## src/rtl/mips_multicycle_control.sv

```systemverilog
// Moore control FSM for a shared multi-cycle MIPS datapath (R-type ALU ops and addi),
// with run/halt sequencing, illegal-instruction trap and retire/active-cycle counters.
module mips_multicycle_control (
    input  logic        clock,
    input  logic        reset_n,
    input  logic        run,
    input  logic [5:0]  op,
    input  logic [5:0]  funct,
    output logic        pc_write,
    output logic        ir_write,
    output logic        ab_write,
    output logic        aluout_write,
    output logic        reg_write,
    output logic        reg_dst,
    output logic        alu_src_a,
    output logic [1:0]  alu_src_b,
    output logic [1:0]  alu_op,
    output logic        busy,
    output logic        illegal,
    output logic [2:0]  state,
    output logic [31:0] instret,
    output logic [31:0] cycle_count
);

    typedef enum logic [2:0] {
        S_IDLE   = 3'd0,
        S_FETCH  = 3'd1,
        S_DECODE = 3'd2,
        S_EXEC_R = 3'd3,
        S_EXEC_I = 3'd4,
        S_WB_R   = 3'd5,
        S_WB_I   = 3'd6,
        S_TRAP   = 3'd7
    } state_t;

    localparam logic [5:0] OP_RTYPE = 6'b000000;
    localparam logic [5:0] OP_ADDI  = 6'b001000;

    state_t      state_reg;
    state_t      state_next;
    logic [31:0] instret_reg;
    logic [31:0] cycle_reg;
    logic        funct_ok;
    logic        in_wb;
    logic        active;

    assign funct_ok = (funct == 6'd32) || (funct == 6'd34) || (funct == 6'd36) ||
                      (funct == 6'd37) || (funct == 6'd39) || (funct == 6'd42);
    assign in_wb    = (state_reg == S_WB_R) || (state_reg == S_WB_I);
    assign active   = (state_reg != S_IDLE) && (state_reg != S_TRAP);

    always_ff @(posedge clock) begin
        if (!reset_n) begin
            state_reg   <= S_IDLE;
            instret_reg <= 32'd0;
            cycle_reg   <= 32'd0;
        end else begin
            state_reg <= state_next;
            if (active) begin
                cycle_reg <= cycle_reg + 32'd1;
            end
            // Every exit from a write-back state retires exactly one instruction.
            if (in_wb) begin
                instret_reg <= instret_reg + 32'd1;
            end
        end
    end

    always_comb begin
        state_next   = state_reg;
        pc_write     = 1'b0;
        ir_write     = 1'b0;
        ab_write     = 1'b0;
        aluout_write = 1'b0;
        reg_write    = 1'b0;
        reg_dst      = 1'b0;
        alu_src_a    = 1'b0;
        alu_src_b    = 2'b00;
        alu_op       = 2'b00;
        illegal      = 1'b0;

        case (state_reg)
            S_IDLE: begin
                if (run) begin
                    state_next = S_FETCH;
                end
            end
            S_FETCH: begin
                ir_write   = 1'b1;
                pc_write   = 1'b1;
                alu_src_b  = 2'b01;
                state_next = S_DECODE;
            end
            S_DECODE: begin
                ab_write = 1'b1;
                if (op == OP_RTYPE && funct_ok) begin
                    state_next = S_EXEC_R;
                end else if (op == OP_ADDI) begin
                    state_next = S_EXEC_I;
                end else begin
                    state_next = S_TRAP;
                end
            end
            S_EXEC_R: begin
                alu_src_a    = 1'b1;
                alu_op       = 2'b10;
                aluout_write = 1'b1;
                state_next   = S_WB_R;
            end
            S_EXEC_I: begin
                alu_src_a    = 1'b1;
                alu_src_b    = 2'b10;
                aluout_write = 1'b1;
                state_next   = S_WB_I;
            end
            S_WB_R: begin
                reg_write  = 1'b1;
                reg_dst    = 1'b1;
                state_next = run ? S_FETCH : S_IDLE;
            end
            S_WB_I: begin
                reg_write  = 1'b1;
                state_next = run ? S_FETCH : S_IDLE;
            end
            default: begin
                // TRAP holds until reset.
                illegal    = 1'b1;
                state_next = S_TRAP;
            end
        endcase
    end

    assign busy        = active;
    assign state       = state_reg;
    assign instret     = instret_reg;
    assign cycle_count = cycle_reg;

endmodule

```

## config.mk

```make
export PLATFORM = sky130hd
export DESIGN_NAME = mips_multicycle_control
export DESIGN_NICKNAME = d
export VERILOG_FILES = /design/src/rtl/mips_multicycle_control.sv
export SDC_FILE = /design/constraint.sdc
export NUM_CORES = 1
export LEC_CHECK = 0
export BUFFER_PORTS_ARGS = -buffer_cell sky130_fd_sc_hd__buf_2
export CORE_MARGIN = 8
export CORE_UTILIZATION = 55
export CTS_BUF_LIST = sky130_fd_sc_hd__clkbuf_4 sky130_fd_sc_hd__clkbuf_8
export DETAILED_ROUTE_END_ITERATION = 16
export PLACE_DENSITY = 0.81
export SLEW_MARGIN = 5
export SYNTH_ARGS = -nofsm -noshare
export SYNTH_HDL_FRONTEND = slang
export SYNTH_SLANG_ARGS = --single-unit
```

## constraint.sdc

```tcl
create_clock -name clock -period 1.95 [get_ports clock]
set_clock_uncertainty 0.05 [all_clocks]
set_input_delay 0.4875 -clock clock [delete_from_list [all_inputs] [get_ports clock]]
set_output_delay 0.4875 -clock clock [all_outputs]
set_load 0.005 [all_outputs]
```

**Word level (Yosys, flattened, before mapping)**

Cells that the tools add are included.

- Flip-flop bits (word level): 67
- Input bits: 15
- Output and inout port bits: 80

- Add/subtract/negate cells: 2
- Equal/unequal tests: 15
- Multiplexer cells: 13
- Reduce and logical (&&, ||, !) cells: 14

Operator list:

| operator | count |
|---|---|
| $add 32x1->32 const B | 2 |
| $eq 6x6->1 const B | 6 |
| $pmux 3 s6 | 1 |
| $eq 3x3->1 const B | 3 |
| $mux 1 | 7 |
| $reduce_or 7->1 | 1 |
| $eq 3x2->1 const B | 2 |
| $eq 6x4->1 const B | 1 |
| $logic_not 6->1 | 1 |
| $logic_or 1x1->1 | 6 |
| $mux 3 | 2 |
| $mux 2 | 2 |
| $pmux 2 s2 | 1 |
| $reduce_or 2->1 | 2 |
| $eq 3x1->1 const B | 1 |
| $logic_not 3->1 | 1 |
| $ne 3x3->1 const B | 1 |
| $reduce_bool 3->1 | 1 |
| $logic_and 1x1->1 | 2 |
| $ne 2x2->1 const B | 1 |

**Depth between registers and ports, before layout**

Gate-level depths: netlist of the first run.

- Depth in word-level cells: 9
- Depth in mapped cells: 8
- Mapped depth without buffers: 5

**Worst setup path before layout of the first run**

No wires, ideal clock.

- Path kind: register to output
- Start: register state_reg[2] (netlist: state[2])
- End: output aluout_write
- Data arrival time: 1,234 ps
- Required time: 1,412 ps
- Path slack: 179 ps
- Stages on the path, launching flop included: 5
- Cell sequence: dfxtp_1 clkbuf_1 nor2_1 or2_2 buf_4

- Word-level cells in the longest chain between the ends: 3

Ends and longest elaborated chain:

| element | line | RTL |
|---|---|---|
| start: declaration | 39 | `state_t state_reg;` |
| start signal: assignment | 58 | `state_reg <= state_next;` |
| $eq 3x3->1 / $eq 3x2->1 (equally long branches) | n/a |  |
| $reduce_or 2->1 (no line) * | n/a |  |
| $mux 1 * | n/a |  |
| end: declaration | 12 | `output logic aluout_write,` |

Every way passes the cells marked *; elsewhere a longest branch is shown, timed or not.

**Worst setup path after layout of the first run**

- Start: register state_reg[0] (netlist: state[0])
- End: output busy

- Word-level cells in the longest chain between the ends: 2

Ends and longest elaborated chain:

| element | line | RTL |
|---|---|---|
| $ne 3x3->1 / $reduce_bool 3->1 (equally long branches) | 50 | `assign active = (state_reg != S_IDLE) && (state_reg != S_TRAP);` |
| $logic_and 1x1->1 * | 50 |  |
| end: declaration | 18 | `output logic busy,` |

Marks and branches as above.

==> flow_summary.ini, run 1 <==
[synthesis]
syn_nets = 434
avgSynthCellArea_sq_um = 8.46
synth_area_leaders = dfxtp_1, a21oi_1, o31ai_1
ys_seq_elements = 67
yosys.area.top_type = dfxtp_1
synth_edf_count = 0
synth_cell_types = 42
yosysTopAreaCellShare = 0.380
yosysSeqAreaShare = 0.380
synth-main-ff-cell = dfxtp_1
synth_area_sq_um = 3530
netlist_instances = 417
synth_common_cells = dfxtp_1, nand2_1, a21oi_1
yosysMostFrequentCell = dfxtp_1
async_flop_share = 0
yosysWarnings = 0

[clocking]
cts_buffer_depth = 2
cts_tree = done
clock_latency_ns = 0.34
cts_buffers = 9
h-tree-depth = 3
clkSinkCount = 67
clk_transition_reported_paths_ns = 0.06
root_buffer = clkbuf_8

[setup_path]
cp-endpoint = busy
critPathMaxFanout = 8
critPathCaptureType = primary output
path_cells = or3_4 -> and2_4 -> buf_6
critical_path_class = register to primary output
r2r-end = cycle_count[18]
cp_slowest_cell = or3_4
critPathLaunch = state[0]
rrSetupSlack_ns = 0.13
rr_worst_depth = 6
reg2reg_from = cycle_count[1]
arrival_ns = 1.41
cp.required_ns = 1.41
worstSetupStartpointType = register
critPathMaxStageDelay_ns = 0.42

[placed_design]
port_buffers = 93
routabilityCongestion = 0.845
dp_hpwl_microns = 6620
dpl_cell_area_sq_um = 4180
dpl.cell_count = 583

[layout]
stdcell_area_sq_um = 4500
antenna_cells = 0
finalNonFillerCells = 603
multi_input_area_sq_um = 1990
seq_area_sq_um = 1350
layout-drive-gt1-share = 0.306
area_delta_synth_final_pct = 27.8
fillerInstances = 516
final_nets = 538

[floorplan]
die_h_microns = 96.1
dieArea_sq_um = 9230
rows = 29
ios = 95
core_sq_um = 6280
fp.dieW_microns = 96.1
start_util = 0.562

[sta]
finalSetupViolations = 1
finalCritPeriodShare = 1.00
whs_ns = 0.357
worst_pin_slew_ns = 0.501
finalCriticalPeriod_ns = 1.95
rsz0062_at_grt = true
hold_violations = 0
max_clock_freq_ghz = 0.513
drv_slew = 0
fin_ws_ns = -0.000527
relSlewSlack = 0.663

[global_routing]
grt_pass1_wl_microns = 15200
antenna_found_initial = 0
grt_usage = 0.201
grt_pass1_vias = 3373
grt_max_degree = 46
grt_overflow = 0

[job]
cap_violations = 0

[routing]
dr.pass1.iters = 5
wl_microns = 9300
via_per_inst = 6.05
drc = 0
drt_iter0_drc = 107
wl_per_cell_microns = 15.4
postRouteAntennaNets = 0
vias = 3649

[outcome]
violations = negative setup slack
status = complete, but fails checks

[hold_path]
min_from = run
hold_path_class = input port to register
hold_depth = 3

[power]
ir_drop_mv = 0.571
p_per_area_nw_per_um2 = 823
p_leak_nw = 1.85
stage by stage:
stage                util  power (mW)    TNS, ns  setup slack [ns]
floorplan               -        1.99          0             0.179
global placement    0.665        2.20          0             0.135
detailed placement  0.665        2.22          0            0.0760
CTS                 0.709        3.63    -0.0111           -0.0111
global route        0.718        3.86     -0.114           -0.0442
finish              0.718        3.71  -0.000527         -0.000527
placed cells by master, fill, tap and decap left out, types with 11 or more instances in the layout:
cell type	n
a21oi_1	33
o31ai_1	22
buf_2	92
nor2_1	16
nand2_1	31
clkbuf_8	11
or4_1	22
buf_4	27
and4_1	12
nand2b_1	17
dfxtp_1	65
inv_1	11
nand4_1	19
nand3_1	21
worst max-delay path, delay by kind of cell (launching register included):
family | cells | cell delay (ns)
and+or+nand+nor | 2 | 0.62
buffers and inverters | 1 | 0.11
DFF | 1 | 0.35
cell type report:
cell class,count,share of cell area
Sequential cell,67,0.299
Clock buffer,11,0.0336
Multi-Input combinational cell,304,0.442
Inverter,12,0.0100
Timing Repair Buffer,127,0.177
Tap cell,77,0.0214
Clock inverter,5,0.0167
layer usage:
| metal | share of wire | global-route usage | vias to the layer above |
|---|---|---|---|
| li1 | - | - | 1774 |
| met1 | 0.42 | 0.228 | 1750 |
| met2 | 0.49 | 0.350 | 113 |
| met3 | 0.074 | 0.0608 | 12 |
| met4 | 0.012 | 0.0679 | 0 |
| met5 | 0 | 0 | - |
power by group:
group	switching (mW)	internal, mW
Combinational	0.442	0.476
Sequential	0.0443	1.42
Clock	0.537	0.784
Total	1.02	2.68
worst min path at each step:
| stage | end |
|---|---|
| after floorplan | cycle_count[31] |
| after global placement | instret[31] |
| after detailed placement | instret[31] |
| after CTS | state[0] |
| after global routing | state[0] |
| final | state[0] |
timing repair:
| item | 4_1_cts | 5_1_grt |
|---|---|---|
| resized for setup | 9 | 8 |
| hold buffers | 0 | 0 |
| endpoints found under the setup margin | 9 | 16 |
| pin swaps | 1 | 1 |
| setup buffers | 2 | 3 |
cells by family (layout without fill, tap and decap cells):
kind of cell             after synthesis  after routing  share of synthesized area
AO/OA/AOI/OAI                         92             92                      0.171
XOR/XNOR                              13             13                     0.0376
adder cells (fa/ha/maj)                2              2                    0.00710
buffers and inverters                 46            155                     0.0656
flip-flops                            67             67                      0.380
multiplexers                          11             11                     0.0316
other                                  1              1                    0.00106
AND/OR/NAND/NOR                      185            185                      0.306
Power figures use the tool's default switching activity.
==> run 2, diff against run 1 <==
- clock period: 1.95 -> 2.33 ns (I/O delays scaled with it)
==> flow_summary.ini, run 2 (synthesized netlist as in run 1, its figures left out) <==
[outcome]
status = finished clean

[power]
sw_frac_of_total = 0.297
ir_drop_mv = 0.578
p_leak_nw = 1.68
p_per_area_nw_per_um2 = 629
report.power.total_mw = 2.63
p_switching_mw = 0.782
intPower_mw = 1.85
seqPwrFrac = 0.478
p_comb_frac = 0.197
power.share.clock = 0.326

[routing]
wl_per_cell_microns = 15.5
met3_wirelength_microns = 682
maxUsedRoutingLayer = met4
dr_wl_met2_microns = 4290
dr.pass1.iters = 5
via_per_inst = 6.07
wl_met1_microns = 3890
drc = 0
wl_microns = 9010
vias = 3524
drt_iter0_drc = 143
postRouteAntennaNets = 0

[setup_path]
rr_worst_depth = 4
rrSetupSlack_ns = 0.35
arrival_ns = 1.61
critPathCaptureType = primary output
r2r-end = instret[16]
worstSetupStartpointType = register
critical_path_class = register to primary output
cp.required_ns = 1.70
reg2reg_from = instret[4]
critPathMaxFanout = 7

[global_routing]
grt_pass1_vias = 3161
antenna_found_initial = 0
grt_usage = 0.195
grt_max_degree = 41
grt_pass1_wl_microns = 14600
grt_overflow = 0

[clocking]
cts_buffer_depth = 2
clkSinkCount = 67
h-tree-depth = 3
cts_tree = done
clock_latency_ns = 0.34
cts_buffers = 9
root_buffer = clkbuf_8
clk_transition_reported_paths_ns = 0.07
postCtsHoldBufs = 0

[sta]
max_clock_freq_ghz = 0.446
worst_pin_slew_ns = 0.573
hold_violations = 0
relSlewSlack = 0.617
drv_slew = 0
finalSetupViolations = 0
finalCritPeriodShare = 0.962
finalCriticalPeriod_ns = 2.24

[floorplan]
start_util = 0.562
ios = 95
core_sq_um = 6280
dieArea_sq_um = 9230
die_h_microns = 96.1
fp.dieW_microns = 96.1
rows = 29

[hold_path]
hold_depth = 2
worst_hold_path.endpoint = cycle_count[31]
min_from = cycle_count[31]
hold_path_class = register to register

[layout]
antenna_cells = 0
layout-drive-gt1-share = 0.260
final_nets = 516
area_delta_synth_final_pct = 18.7
final_core_util = 0.667
layout_common_cells = buf_2, dfxtp_1, nand2_1
fillerInstances = 537
final_common_cell = buf_2
finalNonFillerCells = 581

[placed_design]
port_buffers = 93
routabilityCongestion = 0.807
dp_hpwl_microns = 6300
dpl.cell_count = 565

[job]
cap_violations = 0
==> run 2: changes by cell type in the layout (fill, tap and decap cells not counted), moves of 2 or more <==
cell | previous run | this run
buf_12 | 5 | 1
buf_4 | 27 | 11
buf_6 | 3 | 0
bufinv_16 | 2 | 0
clkbuf_4 | 0 | 4
clkbuf_8 | 11 | 9
dfxtp_4 | 2 | 0
nand2_1 | 31 | 34
nand2_2 | 3 | 0
nor2b_1 | 0 | 2
nor2b_2 | 2 | 0
==> run 2: how the worst max path moves through the flow <==
stage                     startpoint               to  slack [ns]  depth (start not counted)
after CTS                   state[2]             busy        0.03                          3
after global routing        state[0]         ir_write       -0.01                          4
after global placement      state[0]  cycle_count[15]        0.35                          4
after detailed placement    state[0]  cycle_count[17]        0.27                          4
after floorplan             state[2]     aluout_write        0.46                          4
final                       state[0]         pc_write        0.09                          4
==> run 2: worst max-delay path, stage by stage (launching register included) <==
cell	delay, ns
dfxtp_1	0.52
buf_4	0.21
nor2b_1	0.19
nor2b_1	0.21
buf_2	0.14
==> run 2: final cells by class <==
type / instances / area [sq um] / area share
clock inverter: 3 / 15.0 / 0.00359
inverter: 12 / 45.0 / 0.0108
multi-input combinational: 304 / 1960 / 0.469
timing repair buffer: 105 / 568 / 0.136
sequential: 67 / 1340 / 0.321
tap: 77 / 96.3 / 0.0230
clock buffer: 13 / 154 / 0.0368
==> run 2: power by group through the flow <==
stage | sequential (mW) | clock (mW) | combinational, mW
2_1_floorplan | 1.25 | 0 | 0.415
3_3_place_gp | 1.27 | 0 | 0.496
3_5_place_dp | 1.28 | 0 | 0.508
4_1_cts | 1.25 | 0.876 | 0.514
5_1_grt | 1.27 | 0.925 | 0.572
6_report | 1.26 | 0.858 | 0.517
==> run 2: routing by layer <==
metal,up-vias,global-route usage
li1,1732,-
met1,1665,0.237
met2,115,0.323
met3,12,0.0421
met4,0,0.0896
met5,-,0
==> run 2: timing repair <==
action	in CTS	in global routing
pin swaps	0	0
resized for setup	1	2
buffers inserted	0	0
endpoints found under the setup margin	2	2
==> run 2: metrics by stage <==
stage          setup WS, ns  instance area [sq um]  hold WS, ns  TNS (ns)
2_1_floorplan         0.464                   3530        0.409         0
3_3_place_gp          0.346                   4000        0.406         0
3_5_place_dp          0.267                   4000        0.416         0
4_1_cts              0.0290                   4180        0.426         0
5_1_grt             -0.0118                   4180        0.443   -0.0321
6_report             0.0877                   4180        0.423         0
